[src/rtl/pipe_stage_buf.sv]
// Elastic pipeline-stage register: DEPTH-entry circular buffer with valid/ready
// on both sides, per-stage hazard stall/flush, and a saturating flush-drop counter.
module pipe_stage_buf #(
  parameter int WIDTH = 64,
  parameter int DEPTH = 2,
  parameter int CNT_W = 16
) (
  input  logic                         clk,
  input  logic                         reset,
  input  logic                         in_valid,
  output logic                         in_ready,
  input  logic [WIDTH-1:0]             in_data,
  output logic                         out_valid,
  input  logic                         out_ready,
  output logic [WIDTH-1:0]             out_data,
  input  logic                         stall,
  input  logic                         flush,
  output logic [$clog2(DEPTH+1)-1:0]   count,
  output logic [CNT_W-1:0]             drop_cnt
);

  localparam int CW = $clog2(DEPTH + 1);
  localparam int PW = (DEPTH > 1) ? $clog2(DEPTH) : 1;
  localparam int SW = ((CNT_W > CW) ? CNT_W : CW) + 1;

  logic [WIDTH-1:0] mem [DEPTH];
  logic [PW-1:0]    rd_ptr, wr_ptr;
  logic [PW-1:0]    rd_ptr_nxt, wr_ptr_nxt;
  logic             push, pop;
  logic [SW-1:0]    drop_sum;
  logic [CNT_W-1:0] drop_nxt;

  // in_ready depends only on registered occupancy and stall, never on out_ready
  assign in_ready  = (count < CW'(DEPTH)) && !stall;
  assign out_valid = (count != '0);
  assign out_data  = out_valid ? mem[rd_ptr] : '0;

  assign push = in_valid && in_ready;
  assign pop  = out_valid && out_ready && !stall;

  // Explicit wrap compare so non-power-of-two DEPTH works
  assign rd_ptr_nxt = (rd_ptr == PW'(DEPTH - 1)) ? '0 : rd_ptr + PW'(1);
  assign wr_ptr_nxt = (wr_ptr == PW'(DEPTH - 1)) ? '0 : wr_ptr + PW'(1);

  always_comb begin
    drop_sum = SW'(drop_cnt) + SW'(count);
    drop_nxt = drop_sum[CNT_W-1:0];
    if (drop_sum > SW'({CNT_W{1'b1}})) begin
      drop_nxt = '1;
    end
  end

  always_ff @(posedge clk) begin
    if (reset) begin
      rd_ptr   <= '0;
      wr_ptr   <= '0;
      count    <= '0;
      drop_cnt <= '0;
    end else if (flush) begin
      rd_ptr   <= '0;
      wr_ptr   <= '0;
      count    <= '0;
      drop_cnt <= drop_nxt;
    end else begin
      if (push) wr_ptr <= wr_ptr_nxt;
      if (pop)  rd_ptr <= rd_ptr_nxt;
      case ({push, pop})
        2'b10:   count <= count + CW'(1);
        2'b01:   count <= count - CW'(1);
        default: count <= count;
      endcase
    end
  end

  always_ff @(posedge clk) begin
    if (push && !flush && !reset) begin
      mem[wr_ptr] <= in_data;
    end
  end

endmodule

[config.mk]
export PLATFORM = sky130hd
export DESIGN_NAME = pipe_stage_buf
export DESIGN_NICKNAME = d
export VERILOG_FILES = /design/src/rtl/pipe_stage_buf.sv
export SDC_FILE = /design/constraint.sdc
export NUM_CORES = 1
export LEC_CHECK = 0
export BUFFER_PORTS_ARGS = -buffer_cell sky130_fd_sc_hd__buf_2
export CAP_MARGIN = 20
export CORE_ASPECT_RATIO = 0.7
export CORE_MARGIN = 2
export CORE_UTILIZATION = 57
export CTS_CLUSTER_DIAMETER = 80
export DETAILED_ROUTE_END_ITERATION = 8
export PLACE_DENSITY = 0.84
export SETUP_SLACK_MARGIN = 0.15
export SYNTH_ARGS = -nofsm -noshare
export SYNTH_HDL_FRONTEND = slang
export SYNTH_SLANG_ARGS = --single-unit
[constraint.sdc]
create_clock -name clk -period 17.3 [get_ports clk]
set_input_delay 2.595 -clock clk [delete_from_list [all_inputs] [get_ports clk]]
set_output_delay 2.595 -clock clk [all_outputs]
set_load 0.05 [all_outputs]
==> results of run 1 <==
## kinds of logic after synthesis
logic type,after synthesis,synth area share [%]
multiplexers,64,10.8
AO/OA/AOI/OAI,18,2.13
XOR/XNOR,6,0.884
buffers and inverters,22,1.62
AND/OR/NAND/NOR,137,11.9
adder cells (fa/ha/maj),4,0.968
flip-flops,149,71.7
## worst min-delay path, stage by stage, from the launching register on
cell,delay [ps]
dfxtp_1,330
nor2_1,90
nor3_1,50
## stage by stage
stage               instances  total power [mW]
global placement          669             0.448
finish                    701             0.824
global route              701             0.847
floorplan                 400             0.433
detailed placement        669             0.450
CTS                       701             0.829
## layout by cell type (no fill, tap or decap), types with 4 or more instances in the layout
cell type	count
buf_2	153
edfxtp_1	128
nor2_1	82
mux2i_1	64
dfxtp_1	20
nor3_1	17
clkbuf_16	17
a21oi_1	7
buf_4	5
nor4_2	4
nand4_1	4
nand3_1	4
clkinvlp_4	4
bufinv_16	4
## path summary, 6_finish.rpt
path	slack, ps	end	cells after the start
min	510	drop_cnt[0]$_SDFFE_PP0P_	2
max reg2reg	14830	drop_cnt[13]$_SDFFE_PP0P_	6
max	11620	in_ready	3
min reg2reg	510	drop_cnt[0]$_SDFFE_PP0P_	2
## flip-flops by register name (all words and copies together) (netlist names), named ones only
name and count:
rd_ptr 1, drop_cnt 16, wr_ptr 1, count 2
mem 128
## area by class of cell
cell class | count | area (um^2)
Sequential cell | 149 | 4270
Fill cell | 697 | 2780
Multi-Input combinational cell | 229 | 1610
Timing Repair Buffer | 158 | 803
Clock buffer | 19 | 433
Clock inverter | 13 | 183
Tap cell | 132 | 165
Inverter | 1 | 3.75
## routing by layer
| metal | vias to the layer above | GRT usage (%) |
|---|---|---|
| met5 | - | 0 |
| li1 | 1811 | - |
| met2 | 129 | 34.2 |
| met4 | 0 | 5.89 |
| met1 | 1821 | 27.8 |
| met3 | 5 | 6.76 |
## where the power goes
group	internal (mW)	switching, mW	total [mW]
Sequential	0.394	0.00209	0.396
Clock	0.241	0.140	0.381
Combinational	0.0131	0.0333	0.0464
==> flow_metrics.py, run 1 <==
metrics = {
    "global_route": {
        "antenna_found_initial": 0,
        "grt_usage_pct": 21.0,
        "grt_max_degree": 65,
        "grt.overflow.total": 0,
        "grt_pass1_vias": 3495,
        "grt_pass1_wl_um": 17800,
    },
    "synth": {
        "synth_top_cell_area_share_pct": 64.6,
        "synthesis.area_um2": 5950,
        "synth.area.top_cells": "edfxtp_1 65%, mux2i_1 11%, dfxtp_1 7.1%, nor2_1 5.2%, nor3_1 1.4%",
        "synth_cell_type_count": 45,
        "synth.most_common_cell": "edfxtp_1",
        "synthCells": 400,
        "ys_top_cells_by_count": "128 x edfxtp_1, 83 x nor2_1, 64 x mux2i_1",
        "synth-edff-count": 128,
        "synth-main-ff-cell": "edfxtp_1",
        "yosysSeqAreaShare_pct": 71.7,
        "ys_async_sr_fraction_pct": 0,
        "synth_top_cell_by_area": "edfxtp_1",
        "synth_warnings": 0,
        "ys_ff_latch": 149,
        "synth.avg_cell_area_um2": 14.9,
        "syn_nets": 474,
    },
    "hold_path": {
        "hold_path_class": "reg2reg",
        "hold_start": "drop_cnt[0]$_SDFFE_PP0P_",
    },
    "detailed_routing": {
        "wl_met2_um": 5970,
        "drt-total-wl_um": 12100,
        "drc": 0,
        "drt-met1-wl_um": 5360,
        "wl_per_cell_um": 17.3,
        "first_pass_iters": 5,
        "maxUsedRoutingLayer": "met4",
        "wl_met3_um": 737,
        "drtIter0Drc": 301,
        "viasPerCell": 5.37,
        "vias": 3766,
        "drtAntennaViolNets": 0,
    },
    "critical_path": {
        "required_ps": 14700,
        "critical_path_buf_inv_count": 2,
        "worstPathCellList": "buf_2 > nor2_1 > buf_2",
        "worstPathArrival_ps": 3080,
        "cp_slowest_stage_delay_ps": 280,
        "critPathTopFamily": "buffers and inverters",
        "critPathKind": "in2out",
        "crit_path_end_kind": "primary output",
        "slowest_stage": "buf_2",
        "r2r-start": "count[0]$_SDFFE_PP0P_",
        "cp-startpoint": "stall",
        "cpMostUsedCell": "buf_2",
        "critPathMaxFanout": 2,
        "start_kind": "primary input",
    },
    "clocking": {
        "cts_setup_buffers": 0,
        "cts_tree": "done",
        "cts_buffers": 17,
        "cts.sinks": 149,
        "cts_hold_buf": 0,
        "cts.htree.levels": 4,
        "root_buffer": "clkbuf_16",
        "clk_pin_slew_worst_paths_ps": 60,
        "clockBufferDepth": 2,
        "cts_resized": 0,
        "worst_skew_pair.late_latency_ps": 410,
    },
    "sta": {
        "fin_crit_sh_pct": 32.8,
        "setup_viol": 0,
        "clock_skew_ps": 18.1,
        "relSlewSlack_pct": 25.3,
        "finalHoldViolCount": 0,
        "slew_viol_final": 0,
        "worst-slew-pin-transition_ps": 1120,
        "totalNegativeSetupSlack_ps": 0,
        "max_freq_ghz": 0.176,
        "rsz0062_at_grt": "false",
        "min_period_ps": 5680,
        "fin_hold_ws_ps": 514,
        "setup_ws_ps": 11620,
    },
    "die": {
        "initial_core_util_pct": 58.1,
        "die-area_um2": 11300,
        "io_pins": 154,
        "die_y_um": 89.5,
        "die-width_um": 126,
        "coreArea_um2": 10200,
        "fp-row-count": 31,
    },
    "power_and_ir_drop": {
        "p_per_area_nw_per_um2": 110,
        "p_leak_nw": 2.84,
        "peakVddDrop_mv": 0.131,
    },
    "layout": {
        "utilization_pct": 72.9,
        "postLayoutCellArea_um2": 7460,
        "area_delta_synth_final_pct": 25.5,
        "drive_gt1_share_pct": 35.5,
        "num_antenna_cells": 0,
        "nNetsFinal": 630,
    },
    "placement": {
        "gp_congestion": 0.898,
        "pre_cts_ws_ps": 11620,
        "io_buffers": 153,
        "dpl_cell_area_um2": 6850,
        "dp_hpwl_um": 7790,
    },
    "flow_run": {
        "max_cap_viol_count": 0,
    },
    "status": {
        "outcome": "complete, no violations",
    },
}
Note: power is estimated with default switching activity, not from simulation.
==> inputs of run 2 (changes only) <==
Settings changed: CORE_UTILIZATION 57 to 53, PLACE_DENSITY 0.84 to 0.79.
Clock period 17.3 ns to 5.57 ns, I/O delays scaled along.
==> flow_metrics.py, run 2 (synthesized netlist as in run 1, its figures left out) <==
metrics = {
    "sta": {
        "fin_crit_sh_pct": 53.9,
        "finalHoldViolCount": 0,
        "worst-slew-pin-transition_ps": 1110,
        "setup_viol": 0,
        "rsz0062_at_grt": "false",
        "min_period_ps": 3000,
        "totalNegativeSetupSlack_ps": 0,
        "clock_skew_ps": 13.4,
        "slew_viol_final": 0,
        "max_freq_ghz": 0.333,
        "relSlewSlack_pct": 26.3,
    },
    "layout": {
        "num_antenna_cells": 0,
        "reg_top3": "mem: 128 flops, drop_cnt: 16 flops, count: 2 flops",
        "fillerInstances": 818,
        "area_delta_synth_final_pct": 25.3,
        "largest_register_ffs": 128,
        "utilization_pct": 67.9,
        "nNetsFinal": 629,
        "drive_gt1_share_pct": 35.6,
        "layout_commonest_cell": "buf_2",
        "postLayoutCellArea_um2": 7450,
        "final_cell_mix": "153 x buf_2, 128 x edfxtp_1, 82 x nor2_1",
        "regMostFlops": "mem",
    },
    "detailed_routing": {
        "viasPerCell": 5.36,
        "drc": 0,
        "vias": 3860,
        "wl_per_cell_um": 16.6,
        "first_pass_iters": 5,
        "wl_met2_um": 5800,
        "drtIter0Drc": 269,
        "drt-total-wl_um": 12000,
        "maxUsedRoutingLayer": "met4",
        "wl_met3_um": 811,
        "drt-met1-wl_um": 5080,
        "drtAntennaViolNets": 0,
    },
    "critical_path": {
        "start_kind": "flop",
        "critPathKind": "reg2out",
        "cp_slowest_stage_delay_ps": 1040,
        "required_ps": 4730,
        "crit_path_end_kind": "primary output",
        "critPathMaxFanout": 64,
        "worstPathCellList": "mux2i_1 > nor2_1 > buf_2",
        "slowest_stage": "dfxtp_4",
        "worstPathArrival_ps": 2170,
    },
    "global_route": {
        "grt_max_degree": 65,
        "antenna_found_initial": 1,
        "grt_usage_pct": 20.3,
        "grt_pass1_wl_um": 18400,
        "grt_pass1_vias": 3691,
        "grt.overflow.total": 0,
    },
    "clocking": {
        "clk_pin_slew_worst_paths_ps": 60,
        "worst_skew_pair.late_latency_ps": 410,
        "cts_resized": 0,
        "cts_tree": "done",
        "root_buffer": "clkbuf_16",
        "cts_setup_buffers": 0,
        "cts.sinks": 149,
        "cts_hold_buf": 0,
        "clockBufferDepth": 2,
        "cts.htree.levels": 4,
        "cts_buffers": 17,
    },
    "power_and_ir_drop": {
        "combinationalPowerShare_pct": 5.9,
        "power.switching_mw": 0.566,
        "cell_internal_pwr_mw": 1.89,
        "p_leak_nw": 2.81,
        "p_total_mw": 2.45,
        "pwr-share-clk_pct": 44.0,
        "swShare_pct": 23.1,
        "p_per_area_nw_per_um2": 329,
        "peakVddDrop_mv": 0.229,
        "p_seq_share_pct": 50.1,
    },
    "die": {
        "die_y_um": 92.6,
        "io_pins": 154,
        "die-area_um2": 12100,
        "initial_core_util_pct": 54.2,
        "coreArea_um2": 11000,
        "fp-row-count": 32,
        "die-width_um": 131,
    },
    "placement": {
        "dp_hpwl_um": 7800,
        "gp_congestion": 0.883,
        "io_buffers": 153,
        "dpl_cell_area_um2": 6880,
    },
    "flow_run": {
        "max_cap_viol_count": 0,
    },
    "status": {
        "outcome": "complete, no violations",
    },
    "hold_path": {
        "hold_path_class": "reg2reg",
    },
}
-- run 2: power by group through the flow --
stage	clock, mW	combinational, mW	sequential, mW
2_1_floorplan	0	0.0858	1.26
3_3_place_gp	0	0.141	1.25
3_5_place_dp	0	0.144	1.25
4_1_cts	1.10	0.145	1.23
5_1_grt	1.15	0.155	1.23
6_report	1.08	0.144	1.23
-- run 2: layer usage --
layer / up-vias / track usage [%]
li1: 1810 / -
met1: 1881 / 26.9
met2: 150 / 32.0
met3: 19 / 4.62
met4: 0 / 9.84
met5: - / 0
-- run 2: layout make-up --
class	instances	area, um^2	share of cell area, %
clock buffer	17	425	5.71
multi-input combinational	229	1620	21.8
tap	153	191	2.57
timing repair buffer	157	796	10.7
inverter	1	3.75	0.0504
sequential	149	4270	57.3
clock inverter	14	143	1.91
-- run 2: per-stage QoR --
| stage | worst slack, ps | instances | hold WS [ps] |
|---|---|---|---|
| after floorplan | -322 | 400 | 520 |
| after global placement | 2980 | 689 | 495 |
| after detailed placement | 2950 | 689 | 500 |
| after CTS | 2520 | 720 | 512 |
| after global routing | 2410 | 720 | 537 |
| final | 2570 | 720 | 510 |
-- run 2: path summary, 6_finish.rpt --
path                                                from                        end  slack (ps)  cells past startpoint
worst max-delay path                                flop               out_data[44]        2570                      3
worst max register to register     count[0]$_SDFFE_PP0P_  drop_cnt[12]$_SDFFE_PP0P_        3070                      6
worst min register to register  drop_cnt[0]$_SDFFE_PP0P_   drop_cnt[0]$_SDFFE_PP0P_         510                      2
worst min-delay path            drop_cnt[0]$_SDFFE_PP0P_   drop_cnt[0]$_SDFFE_PP0P_         510                      2
-- run 2: worst max-delay path, delay by kind of cell (launching register included) --
| family | cells | cell delay [ps] |
|---|---|---|
| muxes | 1 | 190 |
| and+or+nand+nor | 1 | 180 |
| buffers and inverters | 1 | 290 |
| DFF | 1 | 1040 |
